==> src/rtl/perceptron_layer_sequencer_if.sv <==
// Handshake/config bundle for the perceptron layer sequencer.
// master drives start/x_in/cfg_*; slave returns cfg_rej/busy/done/y_out.
interface perceptron_layer_sequencer_if #(
  parameter int W_WIDTH = 8
);
  logic               start;
  logic [3:0]         x_in;
  logic               cfg_we;
  logic [4:0]         cfg_addr;
  logic [W_WIDTH-1:0] cfg_data;
  logic               cfg_rej;
  logic               busy;
  logic               done;
  logic [3:0]         y_out;

  modport master (
    output start, x_in, cfg_we, cfg_addr, cfg_data,
    input  cfg_rej, busy, done, y_out
  );

  modport slave (
    input  start, x_in, cfg_we, cfg_addr, cfg_data,
    output cfg_rej, busy, done, y_out
  );
endinterface

==> src/rtl/perceptron_layer_sequencer.sv <==
// 4x4 perceptron layer stepped through one shared adder, step activation.
// Ports: clk, rst_n (sync, active-low), bus (slave modport of the _if).
module perceptron_layer_sequencer #(
  parameter int W_WIDTH   = 8,
  parameter int THR_RESET = 2
) (
  input  logic                         clk,
  input  logic                         rst_n,
  perceptron_layer_sequencer_if.slave  bus
);

  localparam int ACC_W = W_WIDTH + 2;

  typedef enum logic [1:0] {
    S_IDLE,
    S_ACC,
    S_DONE
  } state_t;

  state_t state, state_nx;

  logic [W_WIDTH-1:0] w_q   [16];
  logic [W_WIDTH-1:0] thr_q [4];

  logic [3:0]       x_q;
  logic [3:0]       shadow_q;
  logic [3:0]       y_q;
  logic [1:0]       n_q;
  logic [1:0]       i_q;
  logic [ACC_W-1:0] acc_q;
  logic             done_q;
  logic             rej_q;

  logic [W_WIDTH-1:0] w_sel;
  logic [ACC_W-1:0]   sum;
  logic               hit;
  logic               idle;
  logic               last;

  assign idle = (state == S_IDLE);
  assign last = (n_q == 2'd3) && (i_q == 2'd3);

  always_comb begin
    w_sel = w_q[{n_q, i_q}];
    sum   = acc_q + (x_q[i_q] ? ACC_W'(w_sel) : '0);
    hit   = (sum >= ACC_W'(thr_q[n_q]));
  end

  always_ff @(posedge clk) begin
    if (!rst_n) state <= S_IDLE;
    else        state <= state_nx;
  end

  always_comb begin
    state_nx = state;
    unique case (state)
      S_IDLE: if (bus.start) state_nx = S_ACC;
      S_ACC:  if (last)      state_nx = S_DONE;
      S_DONE:                state_nx = S_IDLE;
      default:               state_nx = S_IDLE;
    endcase
  end

  // Register file: a write in the start cycle lands before the
  // first ACC read, so that run sees it.
  always_ff @(posedge clk) begin
    if (!rst_n) begin
      for (int k = 0; k < 16; k++) w_q[k] <= '0;
      for (int k = 0; k < 4; k++)
        thr_q[k] <= W_WIDTH'(THR_RESET);
    end else if (bus.cfg_we && idle) begin
      unique case (1'b1)
        !bus.cfg_addr[2]:
          w_q[{bus.cfg_addr[4:3], bus.cfg_addr[1:0]}]
            <= bus.cfg_data;
        bus.cfg_addr[2:0] == 3'd4:
          thr_q[bus.cfg_addr[4:3]] <= bus.cfg_data;
        default: ;
      endcase
    end
  end

  always_ff @(posedge clk) begin
    if (!rst_n) begin
      x_q      <= '0;
      shadow_q <= '0;
      y_q      <= '0;
      n_q      <= '0;
      i_q      <= '0;
      acc_q    <= '0;
      done_q   <= 1'b0;
      rej_q    <= 1'b0;
    end else begin
      done_q <= 1'b0;
      rej_q  <= bus.cfg_we && !idle;
      unique case (state)
        S_IDLE: begin
          if (bus.start) begin
            x_q   <= bus.x_in;
            acc_q <= '0;
            n_q   <= '0;
            i_q   <= '0;
          end
        end
        S_ACC: begin
          if (i_q == 2'd3) begin
            shadow_q[n_q] <= hit;
            acc_q         <= '0;
            i_q           <= '0;
            n_q           <= n_q + 2'd1;
          end else begin
            acc_q <= sum;
            i_q   <= i_q + 2'd1;
          end
        end
        S_DONE: begin
          y_q    <= shadow_q;
          done_q <= 1'b1;
        end
        default: ;
      endcase
    end
  end

  assign bus.busy    = !idle;
  assign bus.done    = done_q;
  assign bus.y_out   = y_q;
  assign bus.cfg_rej = rej_q;

endmodule

==> src/flat_wrapper.sv <==
// flat-port wrapper written by rule: the top's interface ports become plain ports
module perceptron_layer_sequencer_flat 
#(
  parameter int W_WIDTH   = 8,
  parameter int THR_RESET = 2
)
  (clk, rst_n, bus_start, bus_x_in, bus_cfg_we, bus_cfg_addr, bus_cfg_data, bus_cfg_rej, bus_busy, bus_done, bus_y_out);
  perceptron_layer_sequencer_if #(.W_WIDTH(W_WIDTH)) bus_i ();
  input  logic clk;
  input  logic rst_n;
  input wire logic [$bits(bus_i.start)-1:0] bus_start;
  input wire logic [$bits(bus_i.x_in)-1:0] bus_x_in;
  input wire logic [$bits(bus_i.cfg_we)-1:0] bus_cfg_we;
  input wire logic [$bits(bus_i.cfg_addr)-1:0] bus_cfg_addr;
  input wire logic [$bits(bus_i.cfg_data)-1:0] bus_cfg_data;
  output wire logic [$bits(bus_i.cfg_rej)-1:0] bus_cfg_rej;
  output wire logic [$bits(bus_i.busy)-1:0] bus_busy;
  output wire logic [$bits(bus_i.done)-1:0] bus_done;
  output wire logic [$bits(bus_i.y_out)-1:0] bus_y_out;
  assign bus_i.start = bus_start;
  assign bus_i.x_in = bus_x_in;
  assign bus_i.cfg_we = bus_cfg_we;
  assign bus_i.cfg_addr = bus_cfg_addr;
  assign bus_i.cfg_data = bus_cfg_data;
  assign bus_cfg_rej = bus_i.cfg_rej;
  assign bus_busy = bus_i.busy;
  assign bus_done = bus_i.done;
  assign bus_y_out = bus_i.y_out;
  perceptron_layer_sequencer #(.W_WIDTH(W_WIDTH), .THR_RESET(THR_RESET)) u_core (.clk(clk), .rst_n(rst_n), .bus(bus_i));
endmodule
==> config.mk <==
export PLATFORM = sky130hd
export DESIGN_NAME = perceptron_layer_sequencer_flat
export DESIGN_NICKNAME = d
export VERILOG_FILES = /design/src/rtl/perceptron_layer_sequencer_if.sv /design/src/rtl/perceptron_layer_sequencer.sv /design/src/flat_wrapper.sv
export SDC_FILE = /design/constraint.sdc
export NUM_CORES = 1
export LEC_CHECK = 0
export ABC_AREA = 1
export BUFFER_PORTS_ARGS = -buffer_cell sky130_fd_sc_hd__buf_2
export CAP_MARGIN = 5
export CORE_ASPECT_RATIO = 0.5
export CORE_MARGIN = 5
export CORE_UTILIZATION = 35
export CTS_CLUSTER_DIAMETER = 200
export DETAILED_ROUTE_END_ITERATION = 12
export SYNTH_ARGS = -nofsm -noshare
export SYNTH_HDL_FRONTEND = slang
export SYNTH_SLANG_ARGS = --single-unit
==> constraint.sdc <==
create_clock -name clk -period 4 [get_ports clk]
set_input_delay 0.4 -clock clk [delete_from_list [all_inputs] [get_ports clk]]
set_output_delay 0.4 -clock clk [all_outputs]
set_load 0.005 [all_outputs]
## Yosys cells after proc, flatten, opt, wreduce, memory -nomap -nowiden

Memory sizes are Yosys's and may differ from the RTL's. A register that Yosys moved wholly into a read port is not among the register bits.
Index checks and enable logic that the tools add are counted.

| operators by class | value |
|---|---|
| add/subtract/negate cells | 3 |
| multipliers | 0 |
| divide/modulo/power cells | 0 |
| magnitude comparators | 4 |
| eq/ne operators | 8 |
| shift-type cells | 0 |
| mux-type cells | 35 |
| bitwise operators | 0 |
| reduce and logical (&&, ||, !) cells | 14 |

Operators with widths:

| operator | count |
|---|---|
| 8-bit 2-to-1 mux | 3 |
| 10-bit 2-to-1 mux | 2 |
| 10-bit one-hot mux with 2 select lines | 1 |
| 2-bit 2-to-1 mux | 8 |
| 8-bit OR reduction | 2 |
| 1-bit 2-to-1 mux | 14 |
| 2-bit one-hot mux with 2 select lines | 3 |
| 10-bit adder | 1 |
| 10-bit by 8-bit greater-or-equal comparator with 1-bit output | 1 |
| 2-bit AND reduction | 4 |
| 2-bit == test (second input constant) | 3 |
| 2-bit by 3-bit less-than comparator with 1-bit output (second input constant) | 2 |
| 2-bit by 1-bit adder with 2-bit output (second input constant) | 2 |
| 4-bit bitwise mux | 1 |
| 1-bit logical AND | 4 |
| 4-bit 2-to-1 mux | 1 |
| 2-bit by 1-bit != test with 1-bit output (second input constant) | 2 |
| 3-bit == test (second input constant) | 1 |
| 3-bit AND reduction | 1 |
| 1-bit binary-select mux with 2-bit select | 1 |
| 1-bit demux with 2-bit select | 1 |
| 2-bit by 1-bit == test with 1-bit output (second input constant) | 1 |
| 2-bit by 1-bit greater-or-equal comparator with 1-bit output (second input constant) | 1 |
| 2-bit zero test | 1 |
| other kinds (3) | 3 |

| word-level totals | value |
|---|---|
| register bits | 30 |
| latch bits | 0 |
| memory bits (writable) | 160 |
| memory bits (read-only) | 0 |
| input port bits | 21 |
| output and inout port bits | 7 |
| word-level logic and storage cells | 75 |
| memories kept | 2 |

Memory list:

| name | words | bits a word | rd ports | clocked after memory_dff | write ports | line | RTL |
|---|---|---|---|---|---|---|---|
| u_core.w_q | 16 | 8 | 1 | 0 | 16 | perceptron_layer_sequencer.sv:22 | `logic [W_WIDTH-1:0] w_q [16];` |
| u_core.thr_q | 4 | 8 | 1 | 1 | 4 | perceptron_layer_sequencer.sv:23 | `logic [W_WIDTH-1:0] thr_q [4];` |

## Logic depth before layout (Yosys ltp)

Gate-level depths: netlist of the first run.

| depth | value |
|---|---|
| depth in word-level cells | 7 |
| gate-level depth with buffers | 26 |
| depth with buffers taken out | 25 |

## Least setup slack after synthesis of the first run

No wires, ideal clock.

| timing path | value |
|---|---|
| kind | register to register |
| start point | register u_core.i_q[1] |
| end point | register u_core.shadow_q[2] |
| setup time | 0.109 ns |
| arrival | 3.323 ns |
| data required time | 3.891 ns |
| setup slack | 0.569 ns |
| stages on the path, launching flop included | 25 |
| period minus slack after synthesis | 3.431 ns |
| path through | dfxtp_1 -> buf_2 -> clkbuf_1 -> o21ai_0 -> o21ai_0 -> nand2_1 -> nand3_1 -> nand2_1 -> a21oi_1 -> ha_1 -> nand2_1 -> nor2_1 -> nor2_1 -> o21ai_0 -> or2_2 -> and2_1 -> ha_1 -> nand2_1 -> inv_1 -> a21oi_1 -> nand2_1 -> a21oi_1 -> nand4_1 -> nand2_1 -> inv_1 |

| between the ends | value |
|---|---|
| word-level cells in the longest chain between the ends | 6 |
| elaborated cells between the ends (all ways) | 9 |
| those cells by class | 1 x add/sub; 1 x order compare; 1 x eq/ne; 4 x mux; 1 x reduce/logical; 1 x memory |

RTL lines:

| what | line | RTL |
|---|---|---|
| start, declared | perceptron_layer_sequencer.sv:29 | `logic [1:0] i_q;` |
| start signal, assigned | perceptron_layer_sequencer.sv:113 | `i_q <= i_q + 2'd1;` |
| branches (longest 6 deep; another with 10-bit adder) | n/a |  |
| end signal, assigned by index | perceptron_layer_sequencer.sv:107 | `shadow_q[n_q] <= hit;` |
| end, declared | perceptron_layer_sequencer.sv:26 | `logic [3:0] shadow_q;` |

Parallel ways; which one is timed is not known. The select of a mux whose other input is x is not followed.
A chain may end at the register's enable or synchronous reset.

## Worst setup path in the final report of the first run

| timing path | value |
|---|---|
| start point | register u_core.i_q[0] |
| end point | register u_core.shadow_q[0] |

Same word-level chain as after synthesis.

==> metrics, run 1 <==
status=finished, final reports clean; skew final=0.008810 ns; total gr overflow=0; Die Footprint=29,600 um^2; gpl congestion=0.8698; number of buffers added on ports=27; ANT cells=0; Starting DRT DRC Count=726; dominant cell by count in the synthesized netlist=nor2_1; Post-CTS Setup Bufs=0; Yosys top cell area share=0.5265; WL/cell=17.76 um; clock latency on the worst-skew pair=0.43 ns; Crit. End Element=flop; PwrDens=419.8 nW/um^2; crit-path max cell delay=0.34 ns; Setup Viol. Count Final=0; fin crit share=0.9489; post_cts resized=0; total CTS buffers=17; top post-synthesis cells by area=edfxtp_1 (53%), nor2_1 (11%), dfxtp_1 (7.0%), nand2_1 (5.6%), o21ai_0 (5.3%); Tmin final=3.796 ns; Critical Path Source=u_core.i_q[0]$_SDFFE_PN0P_; Routed Antenna Nets=0; fin worst setup slack=0.2044 ns; final hold viol count=0; Seq cells post-synth=192; pin count of the biggest net entering global routing=39; Mapped Cells=960; CP top delay family=simple AND/OR/NAND/NOR gates; HP Start=bus_cfg_we; final WL=23,690 um; Boundary Pins=28; Commonest cells post-synth=nor2_1 (261), edfxtp_1 (160), nand2_1 (135), o21ai_0 (97), inv_1 (58); post-detail-place hpwl=16,230 um; hold slack final=0.2273 ns; # H-tree levels=4; slowest CP cell=dfxtp_2; mapped cell area=9125 um^2; Startpoint Class=flop; ys async rst share=0; Post-synth EDFFs=160; min-delay worst type=in -> reg; NumNets Final=1,023; via count=6,813; Max-Slew Margin vs Limit=0.2885; initial antenna violation count=0; layout cells sized above 1=0.1192; post-synthesis sequential area ratio=0.5967; Slew Viols, Final=0; Distinct cells, synth=39; row count=41; CP cell instances=inv_2 -> buf_12 -> nor2_1 -> o22ai_1 -> o21ai_0 -> a21oi_1 -> ha_1 -> nand2_1 -> nand2_1 -> nor2_2 -> o21ai_1 -> or2_2 -> and2_1 -> ha_1 -> nand2_1 -> inv_1 -> a21oi_1 -> nand2_1 -> a21oi_4 -> nand4_1 -> nand2_1 -> inv_1; CTS tree=done; Max Cap Violations=0; setup tns final=0 ns; Max Buffers Root-to-Sink=2; Crit Path Max Fanout=32; Yosys top cell by area=edfxtp_1; top achievable clock speed=263.5 MHz; Via-to-Cell Ratio=5.107; DRC=0; Worst-path clk slew=0.07 ns; root buffer cell=clkbuf_16; Syn Nets=1,003; yosys warns=0; Worst Path Required=4.33 ns; WP data arrival=4.12 ns; maximum VDD drop=0.2983 mV; initial core utilization=0.3586; pre-CTS WS=0.04459 ns; top_reg_cell synth=edfxtp_1; WP buf/inv=4; Tightest Pin Transition=1.063 ns; Die Width=238.4 um; gr usage total=0.1617; Initial DRT Pass Iterations=5; critical path class=reg -> reg; origin of the critical flop-to-flop path=u_core.i_q[0]$_SDFFE_PN0P_; post-layout power=4.287 mW; vias in the first global route=6,471; CORE AREA=25,440 um^2; RSZ-0062 raised after global routing=false; DIE HEIGHT=124.2 um; hold_buf cts=0; Clock Sinks=192; first-pass GRT wire length=36,400 um; cell mode on critical path=nand2_1; Avg Inst Size Synth=9.505 um^2; Leakage Power=4.187 nW; area grow syn2layout=11.92%
[cell families (layout without fill, tap and decap cells)]
| logic type | count (synthesis) | after routing | synth area share |
|---|---|---|---|
| xor+xnor | 4 | 4 | 0.003840 |
| flops | 192 | 192 | 0.5967 |
| buf+inv | 109 | 139 | 0.04868 |
| simple gates | 457 | 457 | 0.2114 |
| compound gates | 176 | 176 | 0.1083 |
| fa+ha+maj | 22 | 22 | 0.03099 |
[flip-flops by register name (all words and copies together), names as in the netlist, named ones only]
register            flops
u_core.acc_q           10
u_core.bus.y_out        4
u_core.n_q              2
u_core.state            2
u_core.i_q              2
u_core.shadow_q         4
u_core.w_q            128
u_core.bus.done         1
u_core.thr_q           32
u_core.bus.cfg_rej      1
u_core.x_q              4
[cell type report]
class / instances / area, um^2
clock buffer: 18 / 429.2
clock inverter: 11 / 85.08
fill: 2514 / 15230
inverter: 63 / 236.5
multi-input combinational: 659 / 3259
sequential: 192 / 5446
tap: 344 / 430.4
timing repair buffer: 47 / 325.3
[worst register-to-register path: cells and delay by family, from the launching register on]
kind                     cells  cell delay, ns
AO/OA/AOI/OAI                6            1.05
flip-flops                   1            0.34
AND/OR/NAND/NOR             10            1.27
adder cells (fa/ha/maj)      2            0.63
buffers and inverters        4            0.42
[where the power goes]
| part | total [mW] | internal, mW | switching, mW |
|---|---|---|---|
| clock network | 1.55 | 0.795 | 0.758 |
| logic | 0.479 | 0.141 | 0.338 |
| registers | 2.25 | 2.23 | 0.0286 |
[through the flow]
stage	cells	util	instance area, um^2
after floorplan	960	-	9125
after global placement	1305	0.3796	9659
after detailed placement	1305	0.3796	9659
after CTS	1334	0.3998	10170
after global routing	1334	0.4014	10210
final	1334	0.4014	10210
[worst paths after layout]
| kind | slack, ns | end | cells past startpoint |
|---|---|---|---|
| min | 0.23 | u_core.bus.cfg_rej$_SDFF_PN0_ | 3 |
| max reg2reg | 0.20 | u_core.shadow_q[0]$_SDFFE_PN0P_ | 22 |
| max | 0.20 | u_core.shadow_q[0]$_SDFFE_PN0P_ | 22 |
| min reg2reg | 0.47 | u_core.bus.y_out[3]$_SDFFE_PN0P_ | 2 |
[cell usage in the layout, fill, tap and decap left out, drive strengths merged, types with 3 or more instances in the layout]
| cell | count |
|---|---|
| o221ai | 8 |
| buf | 47 |
| edfxtp | 160 |
| o21ai | 102 |
| ha | 21 |
| a32o | 7 |
| o22ai | 16 |
| nand2 | 158 |
| nor2 | 267 |
| inv | 66 |
| clkbuf | 18 |
| clkinvlp | 3 |
| clkinv | 5 |
| a21oi | 37 |
| nand4 | 5 |
| nand3 | 19 |
| dfxtp | 32 |
| nor3 | 3 |
[layer usage]
metal,vias to the layer above,GRT usage,part of all wire
met3,25,0.02633,0.057
met2,226,0.2603,0.46
met5,-,0,0
met1,3283,0.2250,0.47
met4,0,0.05516,0.022
li1,3279,-,-
(Power assumes the default switching activity.)
==> run 2: changes to the inputs <==
Settings changed: CELL_PAD_IN_SITES_DETAIL_PLACEMENT set to 1, CELL_PAD_IN_SITES_GLOBAL_PLACEMENT set to 2, CORE_UTILIZATION 35 to 40, PLACE_DENSITY_LB_ADDON set to 0.1.
==> run 2 against run 1 <==
Compared with the run above: global-route usage up 5.3 points; final area up 1.5%; via count up 0.46%; non-clock buffer count up 6; total power up 6.8%; setup slack better by 0.040 ns; final cell count down 2.1%; maximum frequency up 1.1%; clock power up 17%; critical path depth down 2; largest power group unchanged.
==> metrics, run 2 (synthesis gave the netlist of run 1 again) <==
PwrDens=441.4 nW/um^2 (+5.2%); GRT Max-Usage Layer=met2; NumNets Final=1,029 (+0.59%); WP data arrival=4.11 ns (about the same); slowest CP cell=dfxtp_2; DIE HEIGHT=116.8 um (-5.9%); number of flip-flops in the largest register=128 (unchanged); sequential share of power=0.493 (-0.033); Crit Path Max Fanout=14 (-56%); initial core utilization=0.4030 (+0.04439); Max-Slew Margin vs Limit=0.2984 (+0.009884); status=finished, final reports clean; met1 Use GR=0.2951 (+0.07009); post-detail-place hpwl=19,060 um (+17%); gpl congestion=0.8350 (-4.0%); CORE AREA=22,640 um^2 (-11%); fin crit share=0.9390 (-0.009935); met3 Use GR=0.06454 (+0.03821); CP cell instances=buf_4 -> buf_6 -> o21ai_0 -> o221ai_1 -> o21ai_0 -> a21oi_2 -> ha_2 -> a21oi_2 -> o21ai_1 -> or2_2 -> and2_1 -> ha_1 -> nand2_1 -> inv_1 -> a21oi_1 -> nand2_1 -> a21oi_4 -> nand4_1 -> nand2_1 -> inv_1; clock latency on the worst-skew pair=0.45 ns (+0.02 ns); crit-path max cell delay=0.38 ns (+0.04 ns); ANT cells=0 (unchanged); Via-to-Cell Ratio=5.240 (+2.6%); Final Core Density=0.4579 (+0.05659); GRT met2 Usage=0.3367 (+0.07640); initial antenna violation count=0 (unchanged); pre-CTS WS=-0.1026 ns (-0.1472 ns); Pint=3.415 mW (+8.0%); maximum VDD drop=0.2557 mV (-14%); most frequent cells in the layout=nor2_1 (260), edfxtp_1 (160), nand2_1 (132), o21ai_0 (95), inv_1 (58); Boundary Pins=28 (unchanged); CTS tree=done; final WL=27,360 um (+15%); DRC=0 (unchanged); Starting DRT DRC Count=497 (-32%); total gr overflow=0 (unchanged); Max Cap Violations=0 (unchanged); vias in the first global route=6,944 (+7.3%); Max Buffers Root-to-Sink=2 (unchanged); Top Registers=u_core.w_q: 128 flops, u_core.thr_q: 32 flops, u_core.acc_q: 10 flops; Clock Sinks=192 (unchanged); cell mode on critical path=nand2_1; Post-CTS Setup Bufs=0 (unchanged); logic gate share of total power=0.112 (about the same); Tmin final=3.756 ns (-0.03974 ns); switching part of the total power=0.2539 (-0.008521); most common cell after layout, fill and taps aside=nor2_1; total CTS buffers=17 (unchanged); post-layout power=4.577 mW (+6.8%); Leakage Power=4.265 nW (+1.9%); Startpoint Class=flop; Final Cell Area=10,370 um^2 (+1.5%); area grow syn2layout=13.63%; Crit. End Element=flop; Slew Viols, Final=0 (unchanged); pin count of the biggest net entering global routing=34 (-13%); Cell Area, Placed=9683 um^2 (+0.25%); root buffer cell=clkbuf_16; Die Width=223.6 um (-6.2%); Initial DRT Pass Iterations=5 (unchanged); Tightest Pin Transition=1.051 ns (-0.01206 ns); layout cells sized above 1=0.1381 (+0.01895); via count=6,844 (+0.46%); final hold viol count=0 (unchanged); min-delay worst type=in -> reg; Worst-path clk slew=0.07 ns (about the same); row count=39 (-4.9%); fin worst setup slack=0.2441 ns (+0.03974 ns); # H-tree levels=4 (unchanged); Die Footprint=26,120 um^2 (-12%); critical path class=reg -> reg; top achievable clock speed=266.3 MHz (+1.1%); sw power=1.162 mW (+3.3%); clock share of power=0.395 (+0.033); skew final=0.007374 ns (-0.001436 ns); gr usage total=0.2150 (+0.05328); Setup Viol. Count Final=0 (unchanged); Worst Path Required=4.35 ns (+0.02 ns); first-pass GRT wire length=41,460 um (+14%); number of buffers added on ports=27 (unchanged); WL/cell=20.95 um (+18%); setup tns final=0 ns (unchanged); Routed Antenna Nets=0 (unchanged); register name with the most flops=u_core.w_q
[run 2: repair_timing]
| item | CTS | global route |
|---|---|---|
| gates cloned | 0 | 0 |
| pin swaps | 0 | 2 |
| resized for setup | 1 | 20 |
| hold buffers | 0 | 0 |
| endpoints found under the setup margin | 4 | 4 |
[run 2: area by class of cell]
| class | count | area (um^2) |
|---|---|---|
| clock buffers | 23 | 478.0 |
| clock inverters | 9 | 130.1 |
| fillers | 2597 | 12270 |
| inverters | 63 | 236.5 |
| multi-input cells | 659 | 3304 |
| flip-flops and latches | 192 | 5448 |
| well taps | 307 | 384.1 |
| repair buffers | 53 | 387.9 |
[run 2: layer usage]
layer / part of all wire / up-vias / wire, um
li1: - / 3288 / -
met1: 0.48 / 3397 / 13180
met2: 0.44 / 133 / 12120
met3: 0.061 / 26 / 1669
met4: 0.014 / 0 / 383
met5: 0 / - / 0
[run 2: worst max-delay path: cells and delay by family (launching register included)]
| kind | cells | cell delay, ns |
|---|---|---|
| DFF | 1 | 0.38 |
| AOI/OAI and AO/OA | 8 | 1.36 |
| adders and majority gates | 2 | 0.67 |
| buffers and inverters | 4 | 0.40 |
| and+or+nand+nor | 6 | 0.84 |
[run 2: power groups by stage]
stage | registers, mW | clock network, mW | logic [mW]
2_1_floorplan | 2.28 | 0 | 0.305
3_3_place_gp | 2.30 | 0 | 0.484
3_5_place_dp | 2.30 | 0 | 0.493
4_1_cts | 2.26 | 1.84 | 0.497
5_1_grt | 2.26 | 1.92 | 0.569
6_report | 2.26 | 1.81 | 0.514
[run 2: path summary, 6_finish.rpt]
check / startpoint / to / slack (ns) / depth (start not counted)
setup / recovery: u_core.i_q[0]$_SDFFE_PN0P_ / u_core.shadow_q[2]$_SDFFE_PN0P_ / 0.24 / 20
hold / removal: bus_cfg_we / u_core.bus.cfg_rej$_SDFF_PN0_ / 0.22 / 3
setup reg to reg: u_core.i_q[0]$_SDFFE_PN0P_ / u_core.shadow_q[2]$_SDFFE_PN0P_ / 0.24 / 20
hold reg to reg: u_core.shadow_q[0]$_SDFFE_PN0P_ / u_core.bus.y_out[0]$_SDFFE_PN0P_ / 0.46 / 2
[run 2: through the flow]
stage	hold WS (ns)	cells
6_report	0.2204	1306
3_5_place_dp	0.4625	1274
4_1_cts	0.1955	1306
5_1_grt	0.2277	1306
3_3_place_gp	0.4536	1274
2_1_floorplan	0.4292	960
